## config.mk

```make
export PLATFORM = sky130hd
export DESIGN_NAME = rst_seq_gen_flat
export DESIGN_NICKNAME = d
export VERILOG_FILES = /design/src/rtl/rst_seq_if.sv /design/src/rtl/rst_seq_gen.sv /design/src/flat_wrapper.sv
export SDC_FILE = /design/constraint.sdc
export NUM_CORES = 1
export LEC_CHECK = 0
export BUFFER_PORTS_ARGS = -buffer_cell sky130_fd_sc_hd__buf_2
export CORE_MARGIN = 1.5
export CORE_UTILIZATION = 40
export CTS_CLUSTER_SIZE = 25
export DETAILED_ROUTE_END_ITERATION = 6
export HOLD_SLACK_MARGIN = 0.12
export PLACE_DENSITY = 0.58
export RECOVER_POWER = 50
export SKIP_LAST_GASP = 1
export SYNTH_ARGS = -nofsm -noshare
export SYNTH_HDL_FRONTEND = slang
export SYNTH_SLANG_ARGS = --single-unit
```

## constraint.sdc

```tcl
create_clock -name clk_in -period 3 [get_ports clk_in]
set_clock_uncertainty 0.05 [all_clocks]
set_input_delay 0.75 -clock clk_in [delete_from_list [all_inputs] [get_ports clk_in]]
set_output_delay 0.75 -clock clk_in [all_outputs]
set_load 0.005 [all_outputs]
```

## src/rtl/rst_seq_if.sv

```systemverilog
// rst_seq_if: signal bundle between the reset sequencer and its environment.
//   lock_in    : PLL/PS lock (asynchronous to the sequencer clock)
//   sw_rst_req : per-channel soft reset request, level
//   rstn_out   : per-channel active-low resets
//   rst_done   : all channels out of reset
//   state_out  : sequencer FSM state
// slave = sequencer side, master = environment side.
interface rst_seq_if #(
  parameter int CH_NUM = 4
);
  logic              lock_in;
  logic [CH_NUM-1:0] sw_rst_req;
  logic [CH_NUM-1:0] rstn_out;
  logic              rst_done;
  logic [1:0]        state_out;

  modport master (output lock_in, sw_rst_req, input rstn_out, rst_done, state_out);
  modport slave  (input lock_in, sw_rst_req, output rstn_out, rst_done, state_out);
endinterface

```

## src/rtl/rst_seq_gen.sv

```systemverilog
// rst_seq_gen: multi-channel reset sequencer.
//   Holds all channel resets for HOLD_CYC cycles, waits for synchronised lock,
//   then releases channels in index order STAGE_CYC cycles apart. In S_RUN each
//   channel can be pulsed low for HOLD_CYC cycles by sw_rst_req. Loss of lock
//   in S_REL/S_RUN restarts the whole sequence.
// Ports:
//   clk_in : clock
//   rst_in : synchronous reset, active-high
//   bus    : rst_seq_if slave (lock_in, sw_rst_req in; rstn_out, rst_done,
//            state_out out, all outputs registered)
module rst_seq_gen #(
  parameter int CH_NUM    = 4,
  parameter int HOLD_CYC  = 16,
  parameter int STAGE_CYC = 8,
  parameter int SYNC_STG  = 2,
  parameter int CNT_W     = 16
) (
  input  logic         clk_in,
  input  logic         rst_in,
  rst_seq_if.slave     bus
);
  localparam int IDX_W = (CH_NUM > 1) ? $clog2(CH_NUM) : 1;

  typedef enum logic [1:0] {S_HOLD = 2'd0, S_LOCK = 2'd1, S_REL = 2'd2, S_RUN = 2'd3} state_e;

  state_e                        state_q, state_d;
  logic [SYNC_STG-1:0]           sync_q;
  logic [CNT_W-1:0]              cnt_q, cnt_d;
  logic [IDX_W-1:0]              idx_q, idx_d;
  logic [CH_NUM-1:0][CNT_W-1:0]  swcnt_q, swcnt_d;
  logic [CH_NUM-1:0]             rstn_q, rstn_d;
  logic                          done_q, done_d;

  logic lock_sync, hold_end, stage_end, last_ch, lost;

  assign lock_sync = sync_q[SYNC_STG-1];
  assign hold_end  = (cnt_q == CNT_W'(HOLD_CYC - 1));
  assign stage_end = (cnt_q == CNT_W'(STAGE_CYC - 1));
  assign last_ch   = (idx_q == IDX_W'(CH_NUM - 1));
  assign lost      = ((state_q == S_REL) || (state_q == S_RUN)) && !lock_sync;

  // State and datapath registers
  always_ff @(posedge clk_in) begin
    if (rst_in) begin
      state_q <= S_HOLD;
      sync_q  <= '0;
      cnt_q   <= '0;
      idx_q   <= '0;
      swcnt_q <= '0;
      rstn_q  <= '0;
      done_q  <= 1'b0;
    end else begin
      state_q <= state_d;
      sync_q  <= {sync_q[SYNC_STG-2:0], bus.lock_in};
      cnt_q   <= cnt_d;
      idx_q   <= idx_d;
      swcnt_q <= swcnt_d;
      rstn_q  <= rstn_d;
      done_q  <= done_d;
    end
  end

  // Next state
  always_comb begin
    state_d = state_q;
    case (state_q)
      S_HOLD: if (hold_end) state_d = S_LOCK;
      S_LOCK: if (lock_sync) state_d = S_REL;
      S_REL: begin
        if (lost)                       state_d = S_HOLD;
        else if (stage_end && last_ch)  state_d = S_RUN;
      end
      S_RUN:  if (lost) state_d = S_HOLD;
      default: state_d = S_HOLD;
    endcase
  end

  // Counters and output next values
  always_comb begin
    cnt_d   = cnt_q;
    idx_d   = idx_q;
    swcnt_d = swcnt_q;
    rstn_d  = rstn_q;
    case (state_q)
      S_HOLD: begin
        cnt_d  = hold_end ? '0 : cnt_q + CNT_W'(1);
        rstn_d = '0;
      end
      S_LOCK: begin
        cnt_d  = '0;
        idx_d  = '0;
        rstn_d = '0;
      end
      S_REL: begin
        if (lost) begin
          cnt_d   = '0;
          idx_d   = '0;
          swcnt_d = '0;
          rstn_d  = '0;
        end else if (stage_end) begin
          rstn_d[idx_q] = 1'b1;
          idx_d         = last_ch ? '0 : idx_q + IDX_W'(1);
          cnt_d         = '0;
        end else begin
          cnt_d = cnt_q + CNT_W'(1);
        end
      end
      S_RUN: begin
        if (lost) begin
          cnt_d   = '0;
          idx_d   = '0;
          swcnt_d = '0;
          rstn_d  = '0;
        end else begin
          // swcnt loads HOLD_CYC on a request; the channel rises on the edge
          // that sees swcnt==1, i.e. HOLD_CYC edges after the last request.
          for (int i = 0; i < CH_NUM; i++) begin
            if (bus.sw_rst_req[i])     swcnt_d[i] = CNT_W'(HOLD_CYC);
            else if (swcnt_q[i] != '0) swcnt_d[i] = swcnt_q[i] - CNT_W'(1);
            rstn_d[i] = !(bus.sw_rst_req[i] || (swcnt_q[i] > CNT_W'(1)));
          end
        end
      end
      default: begin
        cnt_d  = '0;
        rstn_d = '0;
      end
    endcase
    done_d = (state_d == S_RUN) && (&rstn_d);
  end

  assign bus.rstn_out  = rstn_q;
  assign bus.rst_done  = done_q;
  assign bus.state_out = state_q;
endmodule

```

## src/flat_wrapper.sv

```systemverilog
// flat-port wrapper written by rule: the top's interface ports become plain ports
module rst_seq_gen_flat 
#(
  parameter int CH_NUM    = 4,
  parameter int HOLD_CYC  = 16,
  parameter int STAGE_CYC = 8,
  parameter int SYNC_STG  = 2,
  parameter int CNT_W     = 16
)
  (clk_in, rst_in, bus_lock_in, bus_sw_rst_req, bus_rstn_out, bus_rst_done, bus_state_out);
  rst_seq_if #(.CH_NUM(CH_NUM)) bus_i ();
  input  logic clk_in;
  input  logic rst_in;
  input wire logic [$bits(bus_i.lock_in)-1:0] bus_lock_in;
  input wire logic [$bits(bus_i.sw_rst_req)-1:0] bus_sw_rst_req;
  output wire logic [$bits(bus_i.rstn_out)-1:0] bus_rstn_out;
  output wire logic [$bits(bus_i.rst_done)-1:0] bus_rst_done;
  output wire logic [$bits(bus_i.state_out)-1:0] bus_state_out;
  assign bus_i.lock_in = bus_lock_in;
  assign bus_i.sw_rst_req = bus_sw_rst_req;
  assign bus_rstn_out = bus_i.rstn_out;
  assign bus_rst_done = bus_i.rst_done;
  assign bus_state_out = bus_i.state_out;
  rst_seq_gen #(.CH_NUM(CH_NUM), .HOLD_CYC(HOLD_CYC), .STAGE_CYC(STAGE_CYC), .SYNC_STG(SYNC_STG), .CNT_W(CNT_W)) u_core (.clk_in(clk_in), .rst_in(rst_in), .bus(bus_i));
endmodule
```

==> metrics.cfg, run 1 <==
[outcome]
status=finished, final reports clean

[worst_setup_path]
r2r-start=u_core.swcnt_q[43]
r2r-end=u_core.swcnt_q[41]
critPathMaxFanout=9
crit_required_ns=3.16
worstSetupStartpointType=register
regToRegSetupSlack_ns=0.33
path_class=register to register
r2r_cells=6
cp.arrival_ns=2.83
cp-end-kind=register

[floorplanning]
die_w_um=112
fp.dieH_um=112
core.rowCount=39
io_pins=14
die-area_um2=12500
start_util_pct=41.3
core_um2=11500

[timing]
timing.fmax_mhz=375
slew_headroom_pct=37.9
setup_violations=0
tns_ns=0
rsz0062_at_grt=no
hold_viol=0
tightest_slew_ns=0.931
finalCriticalPeriod_ns=2.67
final_max_slew_viol_count=0
fin_crit_sh_pct=89.0

[yosys]
ys_seq_elements=91
syn_nets=583
synth_cell_type_count=55
syn_area_um2=4740
synth.area.top_cells=dfxtp_1, nor2_1, a21oi_1, ha_1, or4_1
yosys.area.top_type_share_pct=38.4
synthCells=559
synth-async-reset-ratio_pct=0
yosysTopAreaCell=dfxtp_1
synth_edf_count=0
ys_seq_area_share_pct=38.4
ys.flop_type=dfxtp_1
syn_area_per_cell_um2=8.48
yosys_warnings=0

[worst_hold_path]
min_to=u_core.sync_q[1]
min_path_cells=1
hp-class=register to register
hold_start=u_core.sync_q[0]

[grt]
met1_usage_pct=23.3
use_met3_pct=5.39
grt_remaining_overflow=0
grt_pass1_vias=3871
gr-usage-met2_pct=28.7
grt-busiest-layer=met2
antenna_found_initial=0
grt_usage_pct=17.8
grt_pass1_wl_um=18300
grt_max_degree=21

[layout]
fin_nets=597
fillers=1103
n_antenna_cell=0
final_cell_area_um2=5240
seq_area_um2=1820
multi_input_area_um2=2740
synthToLayoutAreaGrowth_pct=10.6
layout-drive-gt1-share_pct=9.17

[clock_tree]
cts.htree.levels=3
ctsRootBufferMaster=clkbuf_16
cts_setup_buffers=0
insertion_delay_ns=0.34
cts.clk_slew.worst_paths_ns=0.07
clockBufferDepth=2
ctsHoldBuffers=0
cts-resized-gates=0
numCtsBuffers=9
cts.sinks=91
tritoncts=yes

[route]
ant_nets=0
drtPass1Iterations=4
num_vias=4074
via_per_inst=5.65
drc_errors=0
drt-initial-drc-count=257
totalWireLength_um=10500
wire_per_inst_um=14.5

[placement]
dp_hpwl_um=7580
postPlaceCellArea_um2=4990
gp_congestion=0.814
port_buffers=13

[power_and_ir_drop]
p_total_mw=2.36
p_leak_nw=1.96
power.density_nw_per_um2=450
ir_worst_vdd_mv=0.349

[run]
drv_cap=0

layout by cell type (no fill, tap or decap), drive strengths merged, types with 2 or more instances in the layout:
master / count
nor3: 20
nor2: 65
xnor2: 16
nand3: 14
and2: 2
or3b: 4
or4: 28
clkinv: 4
nor4b: 2
a41oi: 2
inv: 18
ha: 17
o2111ai: 7
or4b: 2
o31a: 2
mux2i: 5
nor4: 13
or3: 25
o221a: 2
a21oi: 46
o21ai: 23
nand4b: 7
o211ai: 12
xor2: 21
buf: 18
a31oi: 2
o21a: 2
nor2b: 4
and3: 5
nand3b: 2
o31ai: 11
clkbuf: 21
nand2b: 9
dfxtp: 91
a21o: 3
nand2: 25
or2: 8
o41ai: 5
nand4: 5
report_power, final:
| part | internal, mW | switching [mW] |
|---|---|---|
| sequential | 1.21 | 0.00596 |
| clock | 0.626 | 0.460 |
| combinational | 0.0163 | 0.0354 |
synthesized netlist by cell type (all sizes together) (8+ instances only):
cell,number
clkbuf,17
nor3,20
xor2,21
nand3,14
nor4,13
nand2b,9
o21ai,23
ha,17
o31ai,11
dfxtp,91
nor2,65
or2,8
nand2,25
or3,25
o211ai,12
a21oi,46
xnor2,16
or4,28
inv,18
final cells by class:
type / instances / area share, %
Timing Repair Buffer: 27 / 2.74
Clock inverter: 4 / 0.453
Tap cell: 143 / 3.41
Multi-Input combinational cell: 426 / 52.3
Sequential cell: 91 / 34.7
Clock buffer: 12 / 5.08
Inverter: 18 / 1.29
stage by stage:
stage	hold WS [ns]	utilization [%]	std cells	worst slack [ns]
after floorplan	0.364	-	559	0.446
after global placement	0.368	43.5	705	0.171
after detailed placement	0.372	43.5	705	0.138
after CTS	0.391	46.0	721	0.379
after global routing	0.412	45.7	721	0.145
final	0.386	45.7	721	0.331
sequential cells by signal, summed over array words and instances, names as in the netlist:
name and count:
u_core.bus.rst_done 1, u_core.idx_q 2, u_core.cnt_q 16, u_core.bus.rstn_out 4, u_core.sync_q 2, u_core.bus.state_out 2, u_core.swcnt_q 64
critical path, stage by stage, from the launching register on:
cell and delay (ns):
dfxtp_1 0.34, or4_1 0.59, or4_1 0.63, o21ai_0 0.48, buf_4 0.26, or4_1 0.12
a21oi_1 0.06
cell families (layout without fill, tap and decap cells):
logic type / after synthesis / count (layout) / share of synthesized area [%]
AO/OA/AOI/OAI: 121 / 121 / 16.4
buffers and inverters: 42 / 61 / 3.59
AND/OR/NAND/NOR: 246 / 246 / 29.2
adder cells (fa/ha/maj): 17 / 17 / 4.49
multiplexers: 5 / 5 / 1.06
flip-flops: 91 / 91 / 38.4
XOR/XNOR: 37 / 37 / 6.84
layer usage:
| metal | wire, um | vias to the layer above |
|---|---|---|
| li1 | - | 2088 |
| met1 | 5010 | 1935 |
| met2 | 4980 | 47 |
| met3 | 428 | 4 |
| met4 | 65 | 0 |
| met5 | 0 | - |
how the worst max path moves through the flow:
| stage | start | to | slack, ns |
|---|---|---|---|
| finish | u_core.swcnt_q[43] | u_core.swcnt_q[41] | 0.33 |
| global route | u_core.swcnt_q[43] | u_core.swcnt_q[41] | 0.14 |
| CTS | u_core.cnt_q[0] | u_core.bus.rst_done | 0.38 |
| detailed placement | bus_sw_rst_req[3] | u_core.bus.rst_done | 0.14 |
| global placement | bus_sw_rst_req[3] | u_core.bus.rst_done | 0.17 |
| floorplan | bus_sw_rst_req[3] | u_core.bus.rst_done | 0.45 |
Note: power is estimated with default switching activity, not from simulation.
==> inputs of run 2 (changes only) <==
--- a/config.mk
+++ b/config.mk
@@ -6,6 +6,7 @@
 export NUM_CORES = 1
 export LEC_CHECK = 0
 export BUFFER_PORTS_ARGS = -buffer_cell sky130_fd_sc_hd__buf_2
+export CORE_ASPECT_RATIO = 0.75
 export CORE_MARGIN = 1.5
 export CORE_UTILIZATION = 40
 export CTS_CLUSTER_SIZE = 25
==> run 2 against run 1 <==
  * Maximum frequency up 1.2%
  * Power increased by 2.3%
  * Clock power increased by 5%
  * Sequential cell count did not move
  * Hold slack improved by 0.017 ns
  * Via count up 2.3%
  * Sequential share of layout area fell by 0.40 points
  * Wire length grew 4.3%
  * Largest cell class unchanged
==> metrics.cfg, run 2 (synthesis gave the netlist of run 1 again) <==
[grt]
grt_remaining_overflow=0  ; unchanged
antenna_found_initial=0  ; unchanged
grt_max_degree=27  ; was 21
grt_pass1_vias=3725  ; was 3871
grt_pass1_wl_um=18200  ; was 18300 um
grt_usage_pct=18.1  ; was 17.8%

[timing]
final_max_slew_viol_count=0  ; unchanged
setup_violations=0  ; unchanged
timing.fmax_mhz=379  ; was 375 MHz
tns_ns=0  ; unchanged
tightest_slew_ns=0.885  ; was 0.931 ns
finalCriticalPeriod_ns=2.64  ; was 2.67 ns
rsz0062_at_grt=no  ; unchanged
fin_crit_sh_pct=87.9  ; was 89.0%
finalWorstSetupSlack_ns=0.362  ; was 0.331 ns
hold_viol=0  ; unchanged
slew_headroom_pct=41.0  ; was 37.9%

[worst_setup_path]
crit_path_cell_trace=ha_1 > or4b_1 > or4_1 > or3_1 > a211o_1 > nor4b_2  ; was or4_1 > or4_1 > o21ai_0 > buf_4 > or4_1 > a21oi_1
worstSetupStartpointType=register  ; unchanged
crit_required_ns=3.21  ; was 3.16 ns
critPathMaxFanout=5  ; was 9
max_stage_delay_ns=0.50  ; was 0.63 ns
cp-end-kind=register  ; unchanged
path_class=register to register  ; unchanged
crit_family=simple AND/OR/NAND/NOR gates  ; unchanged
cp_slowest_cell=or4b_1  ; was or4_1
critPathBufInv=0  ; was 1
cp.arrival_ns=2.84  ; was 2.83 ns

[layout]
fin_nets=600  ; was 597
largest_register_ffs=64  ; unchanged
seq_area_um2=1820  ; unchanged
layout-drive-gt1-share_pct=8.79  ; was 9.17%
top_register=u_core.swcnt_q  ; unchanged
n_antenna_cell=0  ; unchanged
final_common_cell=dfxtp_1  ; unchanged
multi_input_area_um2=2740  ; unchanged
synthToLayoutAreaGrowth_pct=11.9  ; was 10.6%
final_cell_mix=dfxtp_1, nor2_1, a21oi_1  ; unchanged
fillers=1147  ; was 1103

[route]
ant_nets=0  ; unchanged
via_per_inst=5.62  ; was 5.65
drc_errors=0  ; unchanged
drt-initial-drc-count=289  ; was 257
totalWireLength_um=10900  ; was 10500 um
drtPass1Iterations=5  ; was 4
wire_per_inst_um=14.7  ; was 14.5 um
num_vias=4169  ; was 4074

[clock_tree]
clockBufferDepth=2  ; unchanged
insertion_delay_ns=0.34  ; about the same
cts.sinks=91  ; unchanged
ctsHoldBuffers=0  ; unchanged
tritoncts=yes  ; unchanged
cts_setup_buffers=0  ; unchanged
cts-resized-gates=0  ; unchanged
cts.htree.levels=3  ; unchanged
ctsRootBufferMaster=clkbuf_16  ; unchanged
numCtsBuffers=9  ; unchanged
cts.clk_slew.worst_paths_ns=0.06  ; was 0.07 ns

[floorplanning]
io_pins=14  ; unchanged
start_util_pct=41.0  ; was 41.3%
die_w_um=129  ; was 112 um
core.rowCount=34  ; was 39
core_um2=11600  ; was 11500 um2
fp.dieH_um=97.3  ; was 112 um
die-area_um2=12500  ; about the same

[placement]
gp_congestion=0.848  ; was 0.814
dp_slack_ns=0.175  ; was 0.138 ns
dp_hpwl_um=7770  ; was 7580 um
port_buffers=13  ; unchanged

[worst_hold_path]
hp-class=register to register  ; unchanged

[power_and_ir_drop]
p_leak_nw=1.97  ; was 1.96 nW
power.density_nw_per_um2=454  ; was 450 nW/um2
ir_worst_vdd_mv=0.243  ; was 0.349 mV

[outcome]
status=finished, final reports clean  ; unchanged

[run]
drv_cap=0  ; unchanged

==> run 2: changes by cell type in the layout (fill, tap and decap cells not counted), sizes merged <==
cell    previous run  this run
clkbuf            21        24
clkinv             4         1
buf               18        19
bufinv             0         1
==> run 2: power by group <==
| group | switching [mW] | total (mW) | internal, mW |
|---|---|---|---|
| sequential | 0.00555 | 1.22 | 1.21 |
| clock | 0.452 | 1.14 | 0.686 |
| combinational | 0.0359 | 0.0531 | 0.0171 |
==> run 2: layout make-up <==
type                    instances  area share (%)
clock buffers                  13            4.91
clock inverters                 2           0.661
inverters                      18            1.27
multi-input cells             426            51.7
flip-flops and latches         91            34.3
well taps                     162            3.82
repair buffers                 30            3.33
==> run 2: path summary, 6_finish.rpt <==
path,from,end,slack [ns],cells after the start
worst max-delay path,u_core.cnt_q[0],u_core.bus.rst_done,0.36,6
worst min register to register,u_core.sync_q[0],u_core.sync_q[1],0.40,1
worst max register to register,u_core.cnt_q[0],u_core.bus.rst_done,0.36,6
worst min-delay path,u_core.sync_q[0],u_core.sync_q[1],0.40,1
==> run 2: per-stage QoR <==
stage                     util (%)  hold WS [ns]  total power [mW]  instance area, um2  cells
after floorplan                  -         0.364              1.28                4740    559
after global placement        43.6         0.402              1.30                5040    727
after detailed placement      43.6         0.403              1.30                5040    727
after CTS                     46.2         0.412              2.45                5340    742
after global routing          45.8         0.426              2.51                5300    742
final                         45.8         0.403              2.41                5300    742
==> run 2: layer usage <==
metal	routed length, um	GRT usage, %	up-vias
li1	-	-	2086
met5	0	0	-
met4	207	6.57	0
met1	5420	25.7	1982
met3	457	3.96	19
met2	4850	26.9	82
